## src/rtl/data_arb_pkg.sv

```systemverilog
`default_nettype none
// ============================================================================
//  Module   : data_arb_pkg
//  Brief    : Shared types and constants for the data-port arbiter slice.
//  Revision : 1.0 - initial release
// ============================================================================
package data_arb_pkg;

  // Identifies which requester issued an accepted address phase.
  typedef logic master_id_t;

  // Arbiter state: no latched selection, or a selection waiting for grant.
  typedef enum logic [0:0] {
    ARB_IDLE = 1'b0,
    ARB_HOLD = 1'b1
  } arb_state_t;

  // Arbitration policy selectors for the ARB_MODE parameter.
  localparam int unsigned ARB_FIXED = 0;
  localparam int unsigned ARB_RR    = 1;

endpackage : data_arb_pkg
`default_nettype wire

```

## src/rtl/data_port_arbiter_id_fifo.sv

```systemverilog
`default_nettype none
// ============================================================================
//  Module   : id_fifo
//  Brief    : In-order FIFO of master IDs for outstanding memory requests.
//             Pointers wrap modulo DEPTH; the occupancy count is kept
//             separately so non-power-of-two depths work.
//  Revision : 1.0 - initial release
// ============================================================================
module id_fifo
  import data_arb_pkg::*;
#(
  parameter int unsigned DEPTH = 2,
  parameter int unsigned CNT_W = $clog2(DEPTH + 1)
) (
  input  logic             clk_i,
  input  logic             rst_ni,
  input  logic             push_i,
  input  master_id_t       push_id_i,
  input  logic             pop_i,
  output master_id_t       head_o,
  output logic             full_o,
  output logic             empty_o,
  output logic [CNT_W-1:0] count_o
);

  localparam int unsigned     PTR_W    = (DEPTH > 1) ? $clog2(DEPTH) : 1;
  localparam logic [PTR_W-1:0] LAST_PTR = PTR_W'(DEPTH - 1);

  master_id_t       mem_q [DEPTH];
  logic [PTR_W-1:0] wr_ptr_q, wr_ptr_d;
  logic [PTR_W-1:0] rd_ptr_q, rd_ptr_d;
  logic [CNT_W-1:0] count_q, count_d;
  logic             do_push;
  logic             do_pop;

  assign full_o  = (count_q == CNT_W'(DEPTH));
  assign empty_o = (count_q == '0);
  assign do_push = push_i & ~full_o;
  assign do_pop  = pop_i & ~empty_o;
  assign head_o  = mem_q[rd_ptr_q];
  assign count_o = count_q;

  // Next-state pointers and occupancy; push and pop advance independently.
  always_comb begin
    wr_ptr_d = wr_ptr_q;
    rd_ptr_d = rd_ptr_q;
    count_d  = count_q;
    if (do_push) begin
      wr_ptr_d = (wr_ptr_q == LAST_PTR) ? '0 : wr_ptr_q + 1'b1;
    end
    if (do_pop) begin
      rd_ptr_d = (rd_ptr_q == LAST_PTR) ? '0 : rd_ptr_q + 1'b1;
    end
    case ({do_push, do_pop})
      2'b10:   count_d = count_q + CNT_W'(1);
      2'b01:   count_d = count_q - CNT_W'(1);
      default: count_d = count_q;
    endcase
  end

  // Pointer and count registers; reset discards every stored ID.
  always_ff @(posedge clk_i or negedge rst_ni) begin
    if (!rst_ni) begin
      wr_ptr_q <= '0;
      rd_ptr_q <= '0;
      count_q  <= '0;
    end else begin
      wr_ptr_q <= wr_ptr_d;
      rd_ptr_q <= rd_ptr_d;
      count_q  <= count_d;
    end
  end

  // ID storage; contents are only meaningful below the count, so no reset.
  always_ff @(posedge clk_i) begin
    if (do_push) begin
      mem_q[wr_ptr_q] <= push_id_i;
    end
  end

endmodule : id_fifo
`default_nettype wire

```

## src/rtl/data_port_arbiter.sv

```systemverilog
`default_nettype none
// ============================================================================
//  Module   : data_port_arbiter
//  Brief    : Two-master arbiter for the data-memory port (LSU = m0,
//             trace/debug = m1). Arbitrates the address phase, holds the
//             choice until granted, and routes responses back in order.
//  Revision : 1.0 - initial release
// ============================================================================
module data_port_arbiter
  import data_arb_pkg::*;
#(
  parameter int unsigned MAX_OUTSTANDING = 2,
  parameter int unsigned ARB_MODE        = ARB_RR,
  parameter int unsigned ADDR_WIDTH      = 32
) (
  input  logic                  clk_i,
  input  logic                  rst_ni,
  input  logic                  m0_req_i,
  input  logic [ADDR_WIDTH-1:0] m0_addr_i,
  input  logic                  m0_we_i,
  input  logic [3:0]            m0_be_i,
  input  logic [31:0]           m0_wdata_i,
  output logic                  m0_gnt_o,
  output logic                  m0_rvalid_o,
  output logic [31:0]           m0_rdata_o,
  output logic                  m0_err_o,
  input  logic                  m1_req_i,
  input  logic [ADDR_WIDTH-1:0] m1_addr_i,
  input  logic                  m1_we_i,
  input  logic [3:0]            m1_be_i,
  input  logic [31:0]           m1_wdata_i,
  output logic                  m1_gnt_o,
  output logic                  m1_rvalid_o,
  output logic [31:0]           m1_rdata_o,
  output logic                  m1_err_o,
  output logic                  s_req_o,
  output logic [ADDR_WIDTH-1:0] s_addr_o,
  output logic                  s_we_o,
  output logic [3:0]            s_be_o,
  output logic [31:0]           s_wdata_o,
  input  logic                  s_gnt_i,
  input  logic                  s_rvalid_i,
  input  logic [31:0]           s_rdata_i,
  input  logic                  s_err_i,
  output logic [3:0]            outstanding_o,
  output logic                  protocol_err_o
);

  localparam int unsigned CNT_W = $clog2(MAX_OUTSTANDING + 1);

  arb_state_t       state_q, state_d;
  master_id_t       sel_q, sel_d;
  master_id_t       sel_idle;
  master_id_t       sel;
  master_id_t       fifo_head;
  logic             rr_next_q, rr_next_d;
  logic             perr_q, perr_d;
  logic             sel_req;
  logic             grant;
  logic             pop;
  logic             fifo_full;
  logic             fifo_empty;
  logic [CNT_W-1:0] fifo_count;

  // Fresh selection when nothing is held: fixed priority or round-robin tie-break.
  always_comb begin
    if (m0_req_i && m1_req_i) begin
      sel_idle = (ARB_MODE == ARB_RR) ? rr_next_q : 1'b0;
    end else begin
      sel_idle = m1_req_i;
    end
  end

  // A held selection cannot be preempted, which keeps s_* stable until grant.
  assign sel     = (state_q == ARB_HOLD) ? sel_q : sel_idle;
  assign sel_req = sel ? m1_req_i : m0_req_i;

  // Full FIFO masks the request without consulting rvalid, so a same-cycle
  // pop never unblocks the push. Reset also masks the combinational paths.
  assign s_req_o   = rst_ni & ~fifo_full & sel_req;
  assign s_addr_o  = sel ? m1_addr_i  : m0_addr_i;
  assign s_we_o    = sel ? m1_we_i    : m0_we_i;
  assign s_be_o    = sel ? m1_be_i    : m0_be_i;
  assign s_wdata_o = sel ? m1_wdata_i : m0_wdata_i;

  assign grant    = s_req_o & s_gnt_i;
  assign m0_gnt_o = grant & ~sel;
  assign m1_gnt_o = grant & sel;

  // Responses return in grant order to the master at the FIFO head.
  assign pop         = rst_ni & s_rvalid_i & ~fifo_empty;
  assign m0_rvalid_o = pop & ~fifo_head;
  assign m1_rvalid_o = pop & fifo_head;
  assign m0_rdata_o  = s_rdata_i;
  assign m1_rdata_o  = s_rdata_i;
  assign m0_err_o    = m0_rvalid_o & s_err_i;
  assign m1_err_o    = m1_rvalid_o & s_err_i;

  assign outstanding_o  = 4'(fifo_count);
  assign protocol_err_o = perr_q;

  // Arbiter FSM, round-robin pointer and sticky protocol error next-state.
  always_comb begin
    state_d   = state_q;
    sel_d     = sel_q;
    rr_next_d = rr_next_q;
    perr_d    = perr_q | (s_rvalid_i & fifo_empty);
    case (state_q)
      ARB_IDLE: begin
        if (s_req_o && !s_gnt_i) begin
          state_d = ARB_HOLD;
          sel_d   = sel;
        end
      end
      ARB_HOLD: begin
        // Leave on grant, or if the held master abandons its request.
        if (grant || !sel_req) begin
          state_d = ARB_IDLE;
        end
      end
      default: state_d = ARB_IDLE;
    endcase
    if (grant && (ARB_MODE == ARB_RR)) begin
      rr_next_d = ~sel;
    end
  end

  // Arbiter state registers.
  always_ff @(posedge clk_i or negedge rst_ni) begin
    if (!rst_ni) begin
      state_q   <= ARB_IDLE;
      sel_q     <= 1'b0;
      rr_next_q <= 1'b0;
      perr_q    <= 1'b0;
    end else begin
      state_q   <= state_d;
      sel_q     <= sel_d;
      rr_next_q <= rr_next_d;
      perr_q    <= perr_d;
    end
  end

  id_fifo #(
    .DEPTH (MAX_OUTSTANDING),
    .CNT_W (CNT_W)
  ) u_id_fifo (
    .clk_i     (clk_i),
    .rst_ni    (rst_ni),
    .push_i    (grant),
    .push_id_i (sel),
    .pop_i     (pop),
    .head_o    (fifo_head),
    .full_o    (fifo_full),
    .empty_o   (fifo_empty),
    .count_o   (fifo_count)
  );

endmodule : data_port_arbiter
`default_nettype wire

```

## config.mk

```make
export PLATFORM = sky130hd
export DESIGN_NAME = data_port_arbiter
export DESIGN_NICKNAME = d
export VERILOG_FILES = /design/src/rtl/data_arb_pkg.sv /design/src/rtl/data_port_arbiter_id_fifo.sv /design/src/rtl/data_port_arbiter.sv
export SDC_FILE = /design/constraint.sdc
export NUM_CORES = 1
export LEC_CHECK = 0
export BUFFER_PORTS_ARGS = -buffer_cell sky130_fd_sc_hd__buf_2
export CORE_AREA = 4 4 124 126
export CTS_BUF_LIST = sky130_fd_sc_hd__clkbuf_16
export CTS_CLUSTER_DIAMETER = 150
export DETAILED_ROUTE_END_ITERATION = 10
export DIE_AREA = 0 0 128 130
export GPL_TIMING_DRIVEN = 1
export PLACE_DENSITY_LB_ADDON = 0.15
export SLEW_MARGIN = 20
export SYNTH_ARGS = -nofsm -noshare
export SYNTH_HDL_FRONTEND = slang
export SYNTH_SLANG_ARGS = --single-unit
```

## constraint.sdc

```tcl
create_clock -name clk_i -period 3.4 [get_ports clk_i]
set_input_delay 0.34 -clock clk_i [delete_from_list [all_inputs] [get_ports clk_i]]
set_output_delay 0.34 -clock clk_i [all_outputs]
set_load 0.03 [all_outputs]
```

* Word level (Yosys, flattened, before mapping) *
Memory sizes are Yosys's and may differ from the RTL's.
Index checks and enable logic that the tools add are counted.

operators by class
  $add $sub $neg = 4
  multipliers = 0
  div/mod/pow operators = 0
  order comparisons = 0
  eq/ne operators = 3
  shift-type cells = 0
  muxes and demuxes = 15
  bitwise operators = 20
  reduce and logical (&&, ||, !) cells = 8

operator list
  kind                   count
  $mux W32               2
  $and A1 B1 Y1          14
  $mux W1                10
  $not A1 Y1             5
  $eq A2 B2 Y1 const B   2
  $mux W4                1
  $pmux W2 S2            1
  $add A1 B1 Y1 const B  2
  $add A2 B1 Y2 const B  1
  $eq A2 B1 Y1 const B   1
  $logic_and A1 B1 Y1    2
  $logic_not A1 Y1       2
  $logic_not A2 Y1       1
  $pmux W1 S2            1
  $reduce_and A2 Y1      1
  $reduce_bool A2 Y1     1
  $sub A2 B1 Y2 const B  1
  $logic_or A1 B1 Y1     1
  $or A1 B1 Y1           1

storage, ports and cells
  register bits after elaboration = 8
  bits in latches = 0
  RAM bits = 2
  memory bits (read-only) = 0
  output and inout bits = 145
  logic and storage cells = 58
  memories kept = 1

memories
  memory           words  width  read ports  clocked after memory_dff  write ports  line                             RTL
  u_id_fifo.mem_q  2      1      1           0                         1            data_port_arbiter_id_fifo.sv:29  master_id_t mem_q [DEPTH];

* Longest topological paths before layout *
  depth in word-level cells = 9
  mapped depth = 8
  gate-level depth less buffers = 7

* Modules after synthesis *
From an unflattened synthesis, not the netlist that was laid out.

unflattened totals
  cell total of the unflattened synthesis = 197
  area total of the unflattened synthesis = 2157.1 um^2

by module, submodules not included
  module             times used  cells an instance  area an instance (um^2)
  data_port_arbiter  1           176                1889.3
  id_fifo            1           21                 267.8

* Worst setup path after synthesis *
No wires, ideal clock.

  kind = register to output
  start = reg u_id_fifo.count_q[0], in the netlist u_id_fifo.count_o[0]
  end = out m1_gnt_o
  arrival time = 1.838 ns
  path slack = 1.222 ns
  stages on the path, launching flop included = 5
  path buffers = 1
  path through = dfrtp_1 o21ai_1 or4_4 buf_6 nor2b_1

between the ends
  word-level cells in the longest chain between the ends = 6

RTL lines
  what                         line                             RTL
  start: declaration           data_port_arbiter_id_fifo.sv:32  logic [CNT_W-1:0] count_q, count_d;
  start signal: assignment     data_port_arbiter_id_fifo.sv:70  count_q <= count_d;
  $eq A2 B2 Y1                 data_port_arbiter_id_fifo.sv:36  assign full_o = (count_q == CNT_W'(DEPTH));
  $not A1 Y1                   data_port_arbiter.sv:80          assign s_req_o = rst_ni & ~fifo_full & sel_req;
  $and A1 B1 Y1 (2 in series)  data_port_arbiter.sv:80
  $and A1 B1 Y1                data_port_arbiter.sv:86          assign grant = s_req_o & s_gnt_i;
  $and A1 B1 Y1                data_port_arbiter.sv:88          assign m1_gnt_o = grant & sel;
  end: declaration             data_port_arbiter.sv:32          output logic m1_gnt_o,

No other way between the ends.

* Final worst setup path *
  start = in rst_ni
  end = out m1_gnt_o

between the ends
  word-level cells in the longest chain between the ends = 4

RTL lines
  what                         line                     RTL
  start: declaration           data_port_arbiter.sv:17  input logic rst_ni,
  $and A1 B1 Y1 (2 in series)  data_port_arbiter.sv:80
  $and A1 B1 Y1                data_port_arbiter.sv:86
  $and A1 B1 Y1                data_port_arbiter.sv:88

No other way between the ends.

==> qor.yml <==
rows: 44
synth-simple-area-share: 0.0545
crit_chain: "dlygate4sd3_1 -> buf_2 -> o21ai_1 -> or4_4 -> nor2b_1 -> buf_2"
cap_violations: 0
path_class: "in -> out"
worst_path_max_delay_cell: "or4_4"
cts-root-buf: "clkbuf_16"
rr_endpoint: "u_id_fifo.count_o[1]$_DFFE_PN0P_"
vdd.ir_drop.worst_mv: 0.284
io_pins: 322
ys_seq_elements: 10
cts_tree: "built"
hold_viol_final: 0
min_to: "protocol_err_o$_DFF_PN0_"
first_iter_violations: 33
setup_viol: 0
final_cell_mix: "buf_2 (223), mux2_2 (69), dfrtp_1 (8)"
placed_cell_area_um2: 2670
grt_pass1_vias: 1849
cp_common_cell: "buf_2"
seq_area_frac_synth: 0.142
port_buffers: 223
grt_max_degree: 46
route.detailed.drc: 0
gp_congestion: 0.712
synth_top_family_by_area: "multiplexers"
worstHoldStart: "s_rvalid_i"
synth_area_um2: 1840
track_usage: 0.0802
clock_latency_ns: 0.24
max-slew-margin-rel: 0.635
core_um2: 14300
wl_per_cell_um: 14.4
min_path_type: "in -> reg"
dieArea_um2: 16600
powerDensity_nw_per_um2: 694
yosys_warnings: 0
holdPathStages: 2
cts_buffers: 3
post-route-min-period_ns: 2.53
final_nets: 531
antenna_found_initial: 0
start_util: 0.128
synth.avg_cell_area_um2: 9.43
drive_gt1_frac: 0.852
drt-total-wl_um: 7700
synth_cell_types: 25
num_vias: 1852
reg2reg_from: "sel_q$_DFFE_PN0P_"
final_common_cell: "buf_2"
post_cts_buffers: 0
crit_path_start_kind: "input port"
tightest_slew_ns: 0.547
fmax_ghz: 0.396
clk_pin_slew_ns: 0.04
synth-compound-area-share: 0.0197
syn2layout_area_growth_pct: 50.0
finalInstanceArea_um2: 2760
rsz0062_at_grt: "false"
regToRegSetupSlack_ns: 1.48
vias_per_cell: 3.46
synthAdderAreaFrac: 0.00681
antenna_left: 0
reg2regPathDepth: 5
diodes: 0
crit_arrival_ns: 2.19
period_share: 0.743
critPathTopFamily: "buffers and inverters"
cts-resized-gates: 0
synth_cells: 195
dr.pass1.iters: 3
dp_hpwl_um: 6970
path_buf_inv: 3
cellLeakagePower_uw: 0.00147
h-tree-depth: 1
crit_path_max_fanout: 10
fp.dieH_um: 130
final.setup.tns_ns: 0
outcome: "finished clean"
cp.required_ns: 3.06
end_kind: "output port"
slowest_delay_ns: 0.58
fp.dieW_um: 128
fin_skew_ns: 0.00242
grt_pass1_wl_um: 10500
clock_sinks: 10
synth_xor_area_frac: 0.0238
slew_viol_final: 0
muxShareOfSynthArea: 0.445
max-clock-path-buffers: 2
grt-ovfl-total: 0
## stage by stage
step | setup slack (ns) | util | hold slack [ns] | cells | total power [µW]
after global placement | 1.07 | 0.186 | 0.219 | 531 | 1740
after CTS | 0.833 | 0.193 | 0.339 | 536 | 1960
after global routing | 0.744 | 0.193 | 0.352 | 536 | 2030
after floorplan | 1.22 | - | 0.0444 | 196 | 1440
after detailed placement | 1.09 | 0.186 | 0.221 | 531 | 1730
final | 0.872 | 0.193 | 0.345 | 536 | 1910
## cells by family after synthesis
family,Yosys count
buffers and inverters,80
muxes,73
and+or+nand+nor,20
DFF,10
AOI/OAI and AO/OA,5
xor gates and xnor gates,5
adders and majority gates,1
other,1
## cell usage after synthesis (all sizes together)
cell type  count  share of area
o211a          1         0.0054
edfxtp         2          0.033
and2           1         0.0034
inv            6          0.012
nor4           1         0.0034
o21ai          3          0.010
mux2i          4          0.022
or2            1         0.0034
buf           74           0.29
or4            1         0.0061
and3           2         0.0068
nor3           2         0.0054
mux2          69           0.42
dfrtp          8           0.11
conb           1         0.0020
nor2b          1         0.0034
nand2          4         0.0082
a21o           1         0.0041
ha             1         0.0068
xnor2          5          0.024
nor2           7          0.014
## power breakdown
part,switching [µW],internal (µW)
registers,46.0,171
clock network,54.5,154
logic,917,571
## registers in the layout, indices dropped and copies added, names as in the netlist
signal              cells
u_id_fifo.count_o       2
sel_q                   1
rr_next_q               1
u_id_fifo.wr_ptr_q      1
u_id_fifo.rd_ptr_q      1
protocol_err_o          1
state_q                 1
u_id_fifo.mem_q         2
## layer usage
| metal | wire, µm | GRT usage | up-vias |
|---|---|---|---|
| li1 | - | - | 909 |
| met1 | 2960 | 0.0957 | 803 |
| met2 | 3860 | 0.140 | 138 |
| met3 | 859 | 0.0332 | 2 |
| met4 | 10 | 0.00936 | 0 |
| met5 | 0 | 0 | - |
## layout make-up
| type | instances | area, µm² |
|---|---|---|
| fill | 1629 | 11600 |
| tap | 184 | 230 |
| sequential | 10 | 260 |
| clock inverter | 1 | 3.75 |
| timing repair buffer | 226 | 1140 |
| clock buffer | 3 | 75.1 |
| multi-input combinational | 106 | 1020 |
| inverter | 6 | 22.5 |
## how the worst max path moves through the flow
stage / endpoint / depth (start not counted) / start
finish: m1_gnt_o / 6 / rst_ni
global route: m1_gnt_o / 6 / rst_ni
CTS: m1_gnt_o / 6 / rst_ni
detailed placement: s_addr_o[9] / 7 / m0_req_i
global placement: s_addr_o[8] / 7 / m0_req_i
floorplan: m1_gnt_o / 4 / u_id_fifo.count_o[0]$_DFFE_PN0P_
## what timing repair did
action                                 in CTS  in global routing
endpoints found under the hold margin       8                  0
hold buffers                                1                  0
setup endpoints to repair                   0                  0
(Power assumes the default switching activity.)
